## src/rtl/return_address_stack_if.sv

```systemverilog
// Control-unit <-> return-address-stack bundle: CALL/RET commit strobes in, top-of-stack and status out.
interface return_address_stack_if #(
  parameter int ADDR_W = 32,
  parameter int CNT_W  = 4
);
  logic              push;
  logic              pop;
  logic [ADDR_W-1:0] push_addr;
  logic              clear_err;
  logic [ADDR_W-1:0] top_address;
  logic [CNT_W-1:0]  count;
  logic              empty;
  logic              full;
  logic              overflow_err;
  logic              underflow_err;

  modport master (
    output push, pop, push_addr, clear_err,
    input  top_address, count, empty, full, overflow_err, underflow_err
  );

  modport slave (
    input  push, pop, push_addr, clear_err,
    output top_address, count, empty, full, overflow_err, underflow_err
  );
endinterface

```

## src/rtl/return_address_stack.sv

```systemverilog
// Return-address stack for CALL/RET. Define RAS_WRAP_EN to make push-while-full
// overwrite the oldest entry (circular storage); otherwise such a push is dropped.
module return_address_stack #(
  parameter int DEPTH  = 8,
  parameter int ADDR_W = 32,
  parameter int CNT_W  = 4
) (
  input  logic                  clk,
  input  logic                  reset,
  return_address_stack_if.slave bus
);
  localparam int PTR_W = $clog2(DEPTH);

  logic [ADDR_W-1:0] mem [DEPTH];
  logic [CNT_W-1:0]  count_q, count_d;
  logic [PTR_W-1:0]  base_ptr, wr_idx, top_idx, mem_idx;
  logic              ovf_q, unf_q;
  logic              ovf_set, unf_set;
  logic              is_empty, is_full;
  logic              push_pop, push_only, pop_only;
  logic              mem_we;

  assign push_pop  = bus.push & bus.pop;
  assign push_only = bus.push & ~bus.pop;
  assign pop_only  = bus.pop & ~bus.push;

  assign is_empty = (count_q == '0);
  assign is_full  = (count_q == CNT_W'(DEPTH));

  // Slot above the top; equals base_ptr when full since count[PTR_W-1:0] wraps to 0.
  assign wr_idx  = base_ptr + count_q[PTR_W-1:0];
  assign top_idx = wr_idx - PTR_W'(1);

`ifdef RAS_WRAP_EN
  logic base_adv;
  assign base_adv = push_only & is_full;

  always_ff @(posedge clk or posedge reset) begin
    if (reset) begin
      base_ptr <= '0;
    end else if (base_adv) begin
      base_ptr <= base_ptr + PTR_W'(1);
    end
  end
`else
  assign base_ptr = '0;
`endif

  always_comb begin
    count_d = count_q;
    mem_we  = 1'b0;
    mem_idx = wr_idx;
    ovf_set = 1'b0;
    unf_set = 1'b0;
    if (push_pop) begin
      mem_we = 1'b1;
      if (is_empty) begin
        count_d = count_q + CNT_W'(1);
      end else begin
        mem_idx = top_idx;
      end
    end else if (push_only) begin
      if (!is_full) begin
        mem_we  = 1'b1;
        count_d = count_q + CNT_W'(1);
      end else begin
        ovf_set = 1'b1;
`ifdef RAS_WRAP_EN
        mem_we  = 1'b1;
`endif
      end
    end else if (pop_only) begin
      if (!is_empty) begin
        count_d = count_q - CNT_W'(1);
      end else begin
        unf_set = 1'b1;
      end
    end
  end

  always_ff @(posedge clk or posedge reset) begin
    if (reset) begin
      count_q <= '0;
      ovf_q   <= 1'b0;
      unf_q   <= 1'b0;
    end else begin
      count_q <= count_d;
      // A new error in the same cycle as clear_err keeps the flag set.
      ovf_q   <= ovf_set | (ovf_q & ~bus.clear_err);
      unf_q   <= unf_set | (unf_q & ~bus.clear_err);
    end
  end

  always_ff @(posedge clk) begin
    if (mem_we) begin
      mem[mem_idx] <= bus.push_addr;
    end
  end

  assign bus.top_address   = is_empty ? '0 : mem[top_idx];
  assign bus.count         = count_q;
  assign bus.empty         = is_empty;
  assign bus.full          = is_full;
  assign bus.overflow_err  = ovf_q;
  assign bus.underflow_err = unf_q;
endmodule
```

## src/flat_wrapper.sv

```systemverilog
// flat-port wrapper written by rule: the top's interface ports become plain ports
module return_address_stack_flat 
#(
  parameter int DEPTH  = 8,
  parameter int ADDR_W = 32,
  parameter int CNT_W  = 4
)
  (clk, reset, bus_push, bus_pop, bus_push_addr, bus_clear_err, bus_top_address, bus_count, bus_empty, bus_full, bus_overflow_err, bus_underflow_err);
  return_address_stack_if #(.ADDR_W(ADDR_W), .CNT_W(CNT_W)) bus_i ();
  input  logic clk;
  input  logic reset;
  input wire logic [$bits(bus_i.push)-1:0] bus_push;
  input wire logic [$bits(bus_i.pop)-1:0] bus_pop;
  input wire logic [$bits(bus_i.push_addr)-1:0] bus_push_addr;
  input wire logic [$bits(bus_i.clear_err)-1:0] bus_clear_err;
  output wire logic [$bits(bus_i.top_address)-1:0] bus_top_address;
  output wire logic [$bits(bus_i.count)-1:0] bus_count;
  output wire logic [$bits(bus_i.empty)-1:0] bus_empty;
  output wire logic [$bits(bus_i.full)-1:0] bus_full;
  output wire logic [$bits(bus_i.overflow_err)-1:0] bus_overflow_err;
  output wire logic [$bits(bus_i.underflow_err)-1:0] bus_underflow_err;
  assign bus_i.push = bus_push;
  assign bus_i.pop = bus_pop;
  assign bus_i.push_addr = bus_push_addr;
  assign bus_i.clear_err = bus_clear_err;
  assign bus_top_address = bus_i.top_address;
  assign bus_count = bus_i.count;
  assign bus_empty = bus_i.empty;
  assign bus_full = bus_i.full;
  assign bus_overflow_err = bus_i.overflow_err;
  assign bus_underflow_err = bus_i.underflow_err;
  return_address_stack #(.DEPTH(DEPTH), .ADDR_W(ADDR_W), .CNT_W(CNT_W)) u_core (.clk(clk), .reset(reset), .bus(bus_i));
endmodule
```

## config.mk

```make
export PLATFORM = sky130hd
export DESIGN_NAME = return_address_stack_flat
export DESIGN_NICKNAME = d
export VERILOG_FILES = /design/src/rtl/return_address_stack_if.sv /design/src/rtl/return_address_stack.sv /design/src/flat_wrapper.sv
export SDC_FILE = /design/constraint.sdc
export NUM_CORES = 1
export LEC_CHECK = 0
export ABC_AREA = 1
export CAP_MARGIN = 5
export CORE_MARGIN = 2
export CORE_UTILIZATION = 58
export DETAILED_ROUTE_END_ITERATION = 8
export GPL_TIMING_DRIVEN = 0
export PLACE_DENSITY = 0.75
export SLEW_MARGIN = 25
export SYNTH_ARGS = -nofsm -noshare
export SYNTH_HDL_FRONTEND = slang
export SYNTH_SLANG_ARGS = --single-unit
```

## constraint.sdc

```tcl
create_clock -name clk -period 5 [get_ports clk]
set_input_delay 1 -clock clk [delete_from_list [all_inputs] [get_ports clk]]
set_output_delay 1 -clock clk [all_outputs]
set_load 0.05 [all_outputs]
```

==> flow_summary.ini, run 1 <==
[yosys]
yosys.area.top_type = edfxtp_1
avgSynthCellArea_sq_um = 11.5
synth_ff_type = edfxtp_1
synth.area.top_cells = edfxtp_1 71%, nor2_1 11%, o21ai_0 3.8%, nand2_1 3.3%, o21ai_1 2.3%
synth_edf_count = 256
ys.warnings.count = 0
syn_area_sq_mm = 0.0108
yosysTopAreaCellShare_pct = 71.0
syn_inst = 941
synth_nets = 980
ys_seq_elements = 262
yosysSeqAreaShare_pct = 72.4
async_flop_share_pct = 2.29
yosysUniqueCellTypes = 24

[clock_network]
tritoncts = built
cts-root-buf = clkbuf_16
cts_resized = 0
ctsHoldBuffers = 0
cts_sinks = 262
cts_setup_buffers = 0
cts_max_level = 1
clk_pin_slew_ns = 0.06
clock_path_buffers = 3
clk_latency_ns = 0.54
cts-buffers-inserted = 26

[cells_and_area]
synthToLayoutAreaGrowth_pct = 19.4
final_layout_size_suffix_gt1_share_pct = 9.34
n_antenna_cell = 0
final_net_count = 1092

[detailed_routing]
wl_per_cell_um = 18.5
drt_iter0_markers = 631
routed_wl_um = 24000
ant_nets = 0
vias = 7241
avgViaCountPerCell = 5.57
drc = 0
drt_pass1_iterations = 5

[sta]
finalSetupViolCount = 0
slew-limit-headroom_pct = 53.8
hold_viol_final = 0
holdWs_ns = 0.542
slew_viol_final = 0
post-route-min-period_ns = 4.77
period_share_pct = 95.4
worstMarginPinSlew_ns = 0.693
rsz0062_at_grt = no
clock_skew_ns = 0.0106
setup_tns_ns = 0
fmax_mhz = 210

[run]
maxCapViolations = 0

[critical_path]
r2r_setup_slack_ns = 1.73
cp-start-kind = flop
worst-path-max-fanout = 10
critPathKind = flop to primary output
crit_required_ns = 4.00
end_kind = primary output
reg2reg_to = u_core.mem[5][11]
arrival_ns = 3.77
r2r_start = u_core.bus.count[0]
reg2reg_depth = 12

[global_routing]
grt_max_degree = 23
grt_pass1_vias = 6945
antenna_found_initial = 0
grt_pass1_wl_um = 37000
grt_usage_pct = 24.3
grt_overflow = 0

[place]
port_buffers = 76
dp_hpwl_um = 15600
place_congestion = 0.804

[floorplanning]
dieArea_sq_mm = 0.0198
io_pins = 77
rows = 49
core_sq_mm = 0.0181
die_y_um = 141
dieWidth_um = 141
initial_core_util_pct = 59.7

[run_status]
status = finished, final reports clean

[hold_path]
hold_class = flop to flop
holdCritStartpoint = u_core.bus.underflow_err
hold_path_end = u_core.bus.underflow_err
hold_path_depth = 2
==> how the worst max path moves through the flow <==
| stage | endpoint | start | slack (ns) |
|---|---|---|---|
| floorplan | bus_top_address[13] | u_core.bus.count[0] | 1.25 |
| CTS | bus_top_address[24] | u_core.bus.count[0] | 0.24 |
| global route | bus_top_address[24] | u_core.bus.count[0] | 0.05 |
| detailed placement | bus_top_address[24] | u_core.bus.count[0] | 0.85 |
| global placement | u_core.mem[0][14] | bus_push | 0.03 |
| finish | bus_top_address[24] | u_core.bus.count[0] | 0.23 |
==> through the flow <==
stage                     instance area [sq um]  setup WS [ns]  utilization, %  instances
after CTS                                 12900          0.238            71.3       1300
after global routing                      12900         0.0533            71.3       1300
after floorplan                           10800           1.25               -        941
final                                     12900          0.232            71.3       1300
after global placement                    11900         0.0320            65.4       1246
after detailed placement                  12100          0.847            66.9       1254
==> cell type report <==
class,instances,area [sq um]
flip-flops and latches,262,7840
inverters,15,58.8
fillers,1235,5220
clock inverters,13,116
well taps,229,287
repair buffers,84,966
multi-input cells,610,2620
clock buffers,33,677
plain buffers,54,373
==> synth_stat cells, types with 2 or more instances <==
cell type and instances:
clkbuf_2 5, o21ai_1 50, buf_6 15, nand2_2 3, nand2_1 95, edfxtp_1 256, buf_1 2, buf_2 20
inv_1 11, inv_2 3, ha_1 2, clkbuf_1 7, xor2_1 3, buf_4 4, nor2_1 331, o21ai_0 82
a21oi_1 2, nand3_1 39, dfrtp_1 6
==> cell families (layout without fill, tap and decap cells) <==
family                     Yosys count  count (layout)  synth area share [%]
adders and majority gates            2               2                 0.231
and+or+nand+nor                    470             470                  16.9
buffers and inverters               69             199                  3.99
DFF                                262             262                  72.4
AOI/OAI and AO/OA                  135             135                  6.28
xor gates and xnor gates             3               3                 0.243
==> worst max-delay path: stages (launching register included) <==
cell and delay (ns):
dfrtp_1 0.40, buf_6 0.16, inv_4 0.05, buf_6 0.14
buf_4 0.19, ha_1 0.37, inv_1 0.08, buf_2 0.20
buf_2 0.23, nor2_1 0.18, o21ai_0 0.14, nand2_1 0.12
nor2_1 0.05, nor2_1 0.12, clkdlybuf4s50_1 0.81
==> sequential cells by signal (all words and copies together), names as in the netlist <==
| register | count |
|---|---|
| u_core.bus.overflow_err | 1 |
| u_core.bus.underflow_err | 1 |
| u_core.bus.count | 4 |
| u_core.mem | 256 |
==> cells in the final DEF (no fill, tap or decap), types with 3 or more instances in the layout <==
cell type	instances
buf_16	6
clkbuf_2	5
nand2_1	95
buf_2	20
clkinv_1	8
dfrtp_1	6
o21ai_0	82
nor2_4	8
inv_2	3
xor2_1	3
nand2_2	3
clkdlybuf4s50_1	76
buf_4	4
clkbuf_1	14
buf_6	15
inv_1	11
nor2_1	323
edfxtp_1	256
clkbuf_16	26
o21ai_1	50
nand3_1	39
==> layer usage <==
metal / up-vias / share of wire [%] / track usage, % / wire length (um)
met2: 302 / 49 / 41.4 / 11800
met5: - / 0 / 0 / 0
met1: 3433 / 41 / 32.6 / 9950
met3: 54 / 6.5 / 3.29 / 1570
met4: 0 / 2.9 / 8.74 / 691
li1: 3452 / - / - / -
Power of run 1 is left out: the tool's default activity adds up to more than one toggle a clock period on the data nets, which glitch-free logic cannot reach.
==> run 2, diff against run 1 <==
Settings changed: CORE_UTILIZATION 58 to 40, PLACE_DENSITY 0.75 to 0.56.
==> run 2 against run 1 <==
Cell area rose by 2.0%; non-clock buffer count up 1; sequential share of layout area shrank 1.2 points; critical path type unchanged.
==> flow_summary.ini, run 2 (same netlist as run 1, synthesis figures left out) <==
[clock_network]
cts_resized = 0
tritoncts = built
cts_sinks = 262
cts-buffers-inserted = 30
clk_latency_ns = 0.55
cts_max_level = 1
ctsHoldBuffers = 0
clk_pin_slew_ns = 0.06
cts-root-buf = clkbuf_16
clock_path_buffers = 3
cts_setup_buffers = 0

[critical_path]
worst-path-max-fanout = 10
crit_required_ns = 4.00
end_kind = primary output
reg2reg_to = u_core.mem[0][19]
worstPathCellList = buf_6 > inv_4 > buf_6 > buf_4 > ha_1 > inv_1 > buf_2 > buf_2 > nor2_1 > o21ai_1 > nand3_1 > nand2_1 > nor2_1 > clkdlybuf4s50_1
critPathKind = flop to primary output
r2r_setup_slack_ns = 1.71
reg2reg_depth = 11
path_delay_family = buffers and inverters
cp-start-kind = flop
r2r_start = u_core.bus.count[0]
arrival_ns = 3.82
crit_path_max_incr_delay_ns = 0.84
critPathBufInv = 8
cpMaxStageDelayCell = clkdlybuf4s50_1

[global_routing]
grt_pass1_wl_um = 40000
grt_max_degree = 18
grt_overflow = 0
antenna_found_initial = 0
grt_pass1_vias = 6841
grt_usage_pct = 18.6

[cells_and_area]
final_common_cell = nor2_1
top_register = u_core.mem
n_antenna_cell = 0
largest_reg_flops = 256
final_layout_size_suffix_gt1_share_pct = 9.91
final_net_count = 1097
utilization_pct = 49.2
fillers = 2340
mostFrequentLayoutCells = 323 x nor2_1, 256 x edfxtp_1, 95 x nand2_1
design_area_sq_mm = 0.0132
synthToLayoutAreaGrowth_pct = 21.8
stdcell_count = 1421

[sta]
post-route-min-period_ns = 4.82
rsz0062_at_grt = no
slew-limit-headroom_pct = 52.4
slew_viol_final = 0
hold_viol_final = 0
fmax_mhz = 207
worstMarginPinSlew_ns = 0.714
finalSetupViolCount = 0
period_share_pct = 96.4
clock_skew_ns = 0.0162

[detailed_routing]
drt_iter0_markers = 525
vias = 7129
ant_nets = 0
drt_pass1_iterations = 5
drc = 0
avgViaCountPerCell = 5.02
routed_wl_um = 26200
wl_per_cell_um = 18.5

[hold_path]
hold_path_end = u_core.bus.underflow_err
hold_path_depth = 2
holdCritStartpoint = u_core.bus.underflow_err
hold_class = flop to flop

[floorplanning]
rows = 60
initial_core_util_pct = 40.4
core_sq_mm = 0.0268
die_y_um = 169
dieWidth_um = 169
io_pins = 77
dieArea_sq_mm = 0.0284

[run]
maxCapViolations = 0

[place]
dp_hpwl_um = 16900
placed_area_sq_mm = 0.0123
port_buffers = 76
place_congestion = 0.747
dp_cells = 1367

[run_status]
status = finished, final reports clean
## run 2: cell count changes in the layout (fill, tap and decap cells not counted)
cell	change
clkbuf_16	+4
buf_16	+3
clkinv_2	+3
buf_12	-2
bufinv_16	-2
clkbuf_1	+1
clkinv_1	+1
inv_8	+1
## run 2: how the worst max path moves through the flow
| stage | depth (start not counted) | slack, ns | to | from |
|---|---|---|---|---|
| after global routing | 14 | 0.0005 | bus_top_address[13] | u_core.bus.count[0] |
| after detailed placement | 14 | 0.75 | bus_top_address[9] | u_core.bus.count[0] |
| after floorplan | 13 | 1.25 | bus_top_address[13] | u_core.bus.count[0] |
| after CTS | 14 | 0.16 | bus_top_address[9] | u_core.bus.count[0] |
| after global placement | 9 | -0.26 | u_core.mem[0][14] | bus_push |
| final | 14 | 0.18 | bus_top_address[9] | u_core.bus.count[0] |
## run 2: layout make-up
cell class / instances / area [sq um] / share of cell area [%]
clock inverters: 16 / 86.3 / 0.655
well taps: 341 / 427 / 3.23
clock buffers: 38 / 781 / 5.92
inverters: 15 / 58.8 / 0.446
multi-input cells: 610 / 2620 / 19.8
flip-flops and latches: 262 / 7840 / 59.4
repair buffers: 85 / 1010 / 7.65
plain buffers: 54 / 373 / 2.83
## run 2: metrics by stage
stage                     setup TNS (ns)  hold WS (ns)  worst slack, ns
after floorplan                        0         0.748             1.25
after global placement            -35.31         0.524           -0.264
after detailed placement               0         0.531            0.749
after CTS                              0         0.541            0.159
after global routing                   0         0.564         0.000541
final                                  0         0.529            0.178
## run 2: per-layer routing
metal | vias to the layer above | routed length [um] | global-route usage (%) | part of all wire (%)
met4 | 0 | 578 | 4.69 | 2.2
met1 | 3416 | 11700 | 25.7 | 45
met5 | - | 0 | 0 | 0
li1 | 3475 | - | - | -
met3 | 45 | 1310 | 2.74 | 5.0
met2 | 193 | 12600 | 31.1 | 48
## run 2: worst reg2reg max path: stages (launching register included)
cell	delay (ns)
dfrtp_1	0.46
buf_6	0.17
inv_4	0.05
buf_6	0.14
buf_4	0.19
ha_1	0.28
nand2_2	0.24
nand2_2	0.12
nand2_1	0.10
nand3_1	0.33
nor2_4	0.65
buf_16	0.24
Power of run 2 is left out for the same reason.
